## config.mk

```make
export PLATFORM = sky130hd
export DESIGN_NAME = rr_mem_arbiter_flat
export DESIGN_NICKNAME = d
export VERILOG_FILES = /design/src/rtl/rr_mem_arbiter_pkg.sv /design/src/rtl/rr_mem_arbiter_if.sv /design/src/rtl/rr_mem_arbiter_pick.sv /design/src/rtl/rr_mem_arbiter.sv /design/src/flat_wrapper.sv
export SDC_FILE = /design/constraint.sdc
export NUM_CORES = 1
export LEC_CHECK = 0
export BUFFER_PORTS_ARGS = -buffer_cell sky130_fd_sc_hd__buf_4
export CAP_MARGIN = 30
export CORE_MARGIN = 2
export CORE_UTILIZATION = 45
export DETAILED_ROUTE_END_ITERATION = 7
export PLACE_DENSITY_LB_ADDON = 0.3
export SYNTH_ARGS = -nofsm -noshare
export SYNTH_HDL_FRONTEND = slang
export SYNTH_HIERARCHICAL = 1
export SYNTH_SLANG_ARGS = --single-unit
```

## constraint.sdc

```tcl
create_clock -name clk -period 7.1 [get_ports clk]
set_clock_uncertainty 0.05 [all_clocks]
set_input_delay 0 -clock clk [delete_from_list [all_inputs] [get_ports clk]]
set_output_delay 0 -clock clk [all_outputs]
set_load 0.05 [all_outputs]
```

## src/rtl/rr_mem_arbiter_pkg.sv

```systemverilog
// Shared definitions for the round-robin memory arbiter: controller state
// encodings and their width.
package arb_pkg;

    localparam int STATE_W = 2;

    // Encoding 2'b11 is never entered; the controller treats it as IDLE.
    typedef enum logic [STATE_W-1:0] {
        IDLE  = 2'b00,
        GRANT = 2'b01,
        GAP   = 2'b10
    } arb_state_t;

endpackage

```

## src/rtl/rr_mem_arbiter_if.sv

```systemverilog
// Request/grant bundle between the requestors (master) and the arbiter (slave).
interface rr_mem_arbiter_if
    import arb_pkg::*;
#(
    parameter int NUM_REQ = 4
) ();

    localparam int IDX_W = $clog2(NUM_REQ);

    logic [NUM_REQ-1:0] req;
    logic [NUM_REQ-1:0] grant;
    logic               grant_valid;
    logic [IDX_W-1:0]   grant_idx;
    logic               preempt;
    logic [STATE_W-1:0] arbiter_state;

    modport master (
        output req,
        input  grant,
        input  grant_valid,
        input  grant_idx,
        input  preempt,
        input  arbiter_state
    );

    modport slave (
        input  req,
        output grant,
        output grant_valid,
        output grant_idx,
        output preempt,
        output arbiter_state
    );

endinterface

```

## src/rtl/rr_mem_arbiter_pick.sv

```systemverilog
// Rotating-priority picker: the first set request strictly after last_idx,
// wrapping around, so the previous grantee is always considered last.
module rr_pick
    import arb_pkg::*;
#(
    parameter int NUM_REQ = 4
) (
    input  logic [NUM_REQ-1:0]         req,
    input  logic [$clog2(NUM_REQ)-1:0] last_idx,
    output logic [NUM_REQ-1:0]         pick,
    output logic [$clog2(NUM_REQ)-1:0] pick_idx,
    output logic                       any
);

    localparam int IDX_W = $clog2(NUM_REQ);

    always_comb begin
        int               cand;
        logic [IDX_W-1:0] cand_idx;
        cand     = 0;
        cand_idx = '0;
        pick     = '0;
        pick_idx = '0;
        any      = 1'b0;
        for (int i = 1; i <= NUM_REQ; i++) begin
            cand     = (int'(last_idx) + i) % NUM_REQ;
            cand_idx = IDX_W'(cand);
            if (!any && req[cand_idx]) begin
                any            = 1'b1;
                pick_idx       = cand_idx;
                pick[cand_idx] = 1'b1;
            end
        end
    end

endmodule

```

## src/rtl/rr_mem_arbiter.sv

```systemverilog
// Round-robin memory arbiter with a hold limit that preempts a grantee under
// contention, and an optional idle turnaround cycle between grants.
module rr_mem_arbiter
    import arb_pkg::*;
#(
    parameter int NUM_REQ  = 4,
    parameter int MAX_HOLD = 8,
    parameter int GAP_EN   = 1
) (
    input logic             clk,
    input logic             reset_n,
    rr_mem_arbiter_if.slave bus
);

    localparam int IDX_W  = $clog2(NUM_REQ);
    localparam int HOLD_W = $clog2(MAX_HOLD + 1);

    localparam logic [HOLD_W-1:0] HOLD_MAX = HOLD_W'(MAX_HOLD);
    localparam logic [HOLD_W-1:0] HOLD_ONE = HOLD_W'(1);
    localparam logic [IDX_W-1:0]  LAST_RST = IDX_W'(NUM_REQ - 1);

    arb_state_t         state_q, state_d;
    logic [NUM_REQ-1:0] grant_q, grant_d;
    logic [IDX_W-1:0]   idx_q, idx_d;
    logic               valid_q;
    logic               preempt_q, preempt_d;
    logic [HOLD_W-1:0]  hold_q, hold_d;
    logic [IDX_W-1:0]   last_q, last_d;

    logic [NUM_REQ-1:0] pick;
    logic [IDX_W-1:0]   pick_idx;
    logic               pick_any;

    logic owner_req;
    logic others_req;
    logic expire;
    logic keep;

    rr_pick #(
        .NUM_REQ (NUM_REQ)
    ) u_pick (
        .req      (bus.req),
        .last_idx (last_q),
        .pick     (pick),
        .pick_idx (pick_idx),
        .any      (pick_any)
    );

    // The grant is kept only while its owner still asks and the hold limit
    // has not run out against a competing request.
    assign owner_req  = bus.req[idx_q];
    assign others_req = |(bus.req & ~grant_q);
    assign expire     = (hold_q == HOLD_MAX) && others_req;
    assign keep       = owner_req && !expire;

    always_ff @(posedge clk) begin
        if (!reset_n) begin
            state_q   <= IDLE;
            grant_q   <= '0;
            idx_q     <= '0;
            valid_q   <= 1'b0;
            preempt_q <= 1'b0;
            hold_q    <= '0;
            last_q    <= LAST_RST;
        end else begin
            state_q   <= state_d;
            grant_q   <= grant_d;
            idx_q     <= idx_d;
            valid_q   <= |grant_d;
            preempt_q <= preempt_d;
            hold_q    <= hold_d;
            last_q    <= last_d;
        end
    end

    always_comb begin
        state_d = IDLE;
        case (state_q)
            IDLE, GAP: begin
                state_d = pick_any ? GRANT : IDLE;
            end
            GRANT: begin
                if (keep) begin
                    state_d = GRANT;
                end else if (GAP_EN != 0) begin
                    state_d = GAP;
                end else begin
                    state_d = pick_any ? GRANT : IDLE;
                end
            end
            default: begin
                state_d = IDLE;
            end
        endcase
    end

    // With no gap, a released grant hands straight to the next pick; the
    // owner is last in the rotation so a preempted owner cannot win it back.
    always_comb begin
        grant_d   = '0;
        idx_d     = '0;
        preempt_d = 1'b0;
        hold_d    = '0;
        last_d    = last_q;
        case (state_q)
            IDLE, GAP: begin
                if (pick_any) begin
                    grant_d = pick;
                    idx_d   = pick_idx;
                    hold_d  = HOLD_ONE;
                    last_d  = pick_idx;
                end
            end
            GRANT: begin
                if (keep) begin
                    grant_d = grant_q;
                    idx_d   = idx_q;
                    hold_d  = (hold_q == HOLD_MAX) ? hold_q : hold_q + HOLD_ONE;
                end else begin
                    preempt_d = owner_req && expire;
                    if ((GAP_EN == 0) && pick_any) begin
                        grant_d = pick;
                        idx_d   = pick_idx;
                        hold_d  = HOLD_ONE;
                        last_d  = pick_idx;
                    end
                end
            end
            default: begin
                grant_d = '0;
            end
        endcase
    end

    assign bus.grant         = grant_q;
    assign bus.grant_valid   = valid_q;
    assign bus.grant_idx     = idx_q;
    assign bus.preempt       = preempt_q;
    assign bus.arbiter_state = state_q;

endmodule

```

## src/flat_wrapper.sv

```systemverilog
// flat-port wrapper written by rule: the top's interface ports become plain ports
module rr_mem_arbiter_flat import arb_pkg::*;
#(
    parameter int NUM_REQ  = 4,
    parameter int MAX_HOLD = 8,
    parameter int GAP_EN   = 1
)
  (clk, reset_n, bus_req, bus_grant, bus_grant_valid, bus_grant_idx, bus_preempt, bus_arbiter_state);
  rr_mem_arbiter_if #(.NUM_REQ(NUM_REQ)) bus_i ();
  input logic clk;
  input logic reset_n;
  input wire logic [$bits(bus_i.req)-1:0] bus_req;
  output wire logic [$bits(bus_i.grant)-1:0] bus_grant;
  output wire logic [$bits(bus_i.grant_valid)-1:0] bus_grant_valid;
  output wire logic [$bits(bus_i.grant_idx)-1:0] bus_grant_idx;
  output wire logic [$bits(bus_i.preempt)-1:0] bus_preempt;
  output wire logic [$bits(bus_i.arbiter_state)-1:0] bus_arbiter_state;
  assign bus_i.req = bus_req;
  assign bus_grant = bus_i.grant;
  assign bus_grant_valid = bus_i.grant_valid;
  assign bus_grant_idx = bus_i.grant_idx;
  assign bus_preempt = bus_i.preempt;
  assign bus_arbiter_state = bus_i.arbiter_state;
  rr_mem_arbiter #(.NUM_REQ(NUM_REQ), .MAX_HOLD(MAX_HOLD), .GAP_EN(GAP_EN)) u_core (.clk(clk), .reset_n(reset_n), .bus(bus_i));
endmodule
```

==> impl_metrics.py <==
metrics = {
    "status": {
        "status": "complete, no violations",
    },
    "power": {
        "power-per-cell-area_nw_per_um2": 233.9,
        "seqPwrFrac": 0.349,
        "peakVddDrop_v": 0.0001225,
        "switchingPower_uw": 159.7,
        "pwr-share-clk": 0.135,
        "leakage_nw": 0.6036,
        "sw_frac_of_total": 0.4585,
        "p_int_uw": 188.6,
        "combPwrFrac": 0.516,
    },
    "sta": {
        "fin_crit_sh": 0.4520,
        "relSlewSlack": 0.5112,
        "worst_slew_pin_slew_ns": 0.7322,
        "hold_violations": 0,
        "rsz0062_at_grt": "no",
        "period_minus_slack_ns": 3.209,
        "setup_violations": 0,
        "max_clock_freq_ghz": 0.3116,
        "setup_tns_ns": 0,
        "hold_ws_ns": 0.1298,
        "slew_viol_final": 0,
    },
    "routing": {
        "firstDrtPassIters": 4,
        "wirelength_mm": 3.154,
        "via_per_inst": 6.078,
        "drt-wirelength-per-cell_um": 15.31,
        "via_count": 1252,
        "antenna_left": 0,
        "drt_iter0_drc": 101,
        "drc": 0,
    },
    "floorplanning": {
        "boundaryPins": 16,
        "coreArea_um2": 2805,
        "start_util": 0.4857,
        "rows": 19,
        "dieHeight_um": 59.03,
        "dieArea_um2": 3484,
        "die_w_um": 59.03,
    },
    "layout": {
        "drive_above_1_share": 0.1429,
        "multi_input_area_um2": 924.6,
        "fillers": 264,
        "diodes": 0,
        "finalNetCount": 193,
        "regArea_um2": 320.3,
        "stdcell_count": 206,
        "area_growth_pct": 9.275,
        "stdcell_area_um2": 1489,
    },
    "global_routing": {
        "grt_pass1_vias": 1143,
        "grt_pass1_wl_mm": 5.257,
        "overflow": 0,
        "grtUsageTotal": 0.1931,
        "grt_max_degree": 22,
        "antenna_found_initial": 0,
    },
    "synthesis": {
        "synth_top_area_cell": "dfxtp_1",
        "yosysUniqueCellTypes": 45,
        "synth-edff-count": 0,
        "ys_top_cells_by_area": "dfxtp_1 24%, ha_1 9.2%, mux2i_1 5.1%",
        "async_flop_share": 0,
        "yosysTopAreaCellShare": 0.2351,
        "syn_inst": 166,
        "syn-mean-instance-area_um2": 8.208,
        "ys_seq_area_frac": 0.2351,
        "ys.flop_type": "dfxtp_1",
        "synth-seq-cells": 16,
        "syn-num-nets": 182,
        "yosys_warnings": 6,
        "syn_area_um2": 1363,
    },
    "placed_design": {
        "dpl_cell_area_um2": 1456,
        "io_buffers": 15,
        "place_congestion": 0.9846,
        "dp.cells": 202,
        "dp_hpwl_mm": 2.297,
    },
    "critical_path": {
        "crit_required_ns": 7.21,
        "crit_arrival_ns": 3.32,
        "start_kind": "flip-flop",
        "setup.worst_path.class": "flip-flop to flip-flop",
        "reg2reg_setup_slack_ns": 3.89,
        "rr_worst_depth": 8,
        "critPathMaxFanout": 21,
        "cp-end-kind": "flip-flop",
    },
    "clock_tree": {
        "cts-root-buf": "clkbuf_4",
        "cts_buffer_depth": 2,
        "clk_transition_reported_paths_ns": 0.10,
        "cts_inserted_buffers": 3,
        "worstSkewPairLatency_ns": 0.28,
        "cts_resized": 0,
        "h-tree-depth": 1,
        "cts.sinks": 16,
        "tritoncts": "built",
    },
    "min_path": {
        "worst_hold_path_type": "input port to flip-flop",
        "whs_path_depth": 5,
    },
    "run": {
        "maxCapViolCount": 0,
    },
}
area by class of cell:
class | count | area share
well taps | 31 | 0.02605
clock buffers | 3 | 0.01513
inverters | 16 | 0.04034
flip-flops and latches | 16 | 0.2151
repair buffers | 16 | 0.08235
multi-input cells | 124 | 0.6210
kinds of logic after synthesis:
group           after synthesis  synth area share
compound gates               41            0.2268
fa+ha+maj                    10           0.09183
mux                          11            0.1010
xor+xnor                      2           0.01286
simple gates                 60            0.2461
buf+inv                      26           0.08632
flops                        16            0.2351
critical path, stage by stage, from the launching register on:
cell	delay (ns)
dfxtp_1	0.80
inv_1	0.21
ha_1	0.56
inv_1	0.20
a31oi_1	0.34
o31ai_1	0.13
a2111o_1	0.37
nor4_1	0.30
o22ai_1	0.13
final timing paths:
check,endpoint,from
worst min register to register,u_core/bus.grant[2],u_core/bus.grant[2]
worst max-delay path,u_core/bus.grant_valid,u_core/last_q[0]
worst max register to register,u_core/bus.grant_valid,u_core/last_q[0]
worst min-delay path,u_core/bus.grant_idx[0],bus_req[1]
what timing repair did:
item                      in CTS  in global routing
hold buffers                   1                  0
buffers inserted               0                  0
hold endpoints to repair       3                  0
stage by stage:
stage	total power, mW	utilization	setup WS [ns]
after floorplan	0.2635	-	4.284
after global placement	0.2952	0.5192	4.091
after detailed placement	0.2991	0.5192	3.937
after CTS	0.3477	0.5308	3.909
after global routing	0.3736	0.5308	3.582
final	0.3483	0.5308	3.891
power by group through the flow:
stage               Clock, mW  Combinational [mW]  Sequential, mW
floorplan                   0               0.120           0.144
global placement            0               0.172           0.123
detailed placement          0               0.176           0.124
CTS                    0.0494               0.177           0.122
global route           0.0541               0.195           0.125
finish                 0.0471               0.180           0.121
per-layer routing:
layer	part of all wire	global-route usage	routed length, um	vias to the layer above
met2	0.47	0.2921	1474	32
met3	0.040	0.04148	127	0
li1	-	-	-	628
met1	0.49	0.2822	1552	592
met5	0	0	0	-
met4	0	0.04221	0	0
synth_stat cells (3+ instances only):
master     n
a21oi_1    5
dfxtp_1   16
nand4_1    6
a31oi_1    6
nor2_1     8
nor2b_1    6
clkbuf_1   3
mux2i_1    7
buf_2      4
o21ai_1    6
o31ai_1    4
a211oi_1   4
a2111o_1   4
or3_1      4
ha_1      10
inv_1     16
nor4_1     3
o21ai_0    3
nand2_1   18
cells in the final DEF, fill, tap and decap left out, types with 7 or more instances in the layout:
cell / n
nor2_1: 8
mux2i_1: 7
dfxtp_1: 16
ha_1: 10
nand2_1: 18
inv_1: 16
buf_4: 15
state kept, by name, indices dropped and copies added, names as in the netlist:
name                      count
u_core/bus.arbiter_state      2
u_core/bus.grant_idx          2
u_core/bus.grant              4
u_core/bus.grant_valid        1
u_core/bus.preempt            1
u_core/last_q                 2
u_core/hold_q                 4
Power figures use the tool's default switching activity.
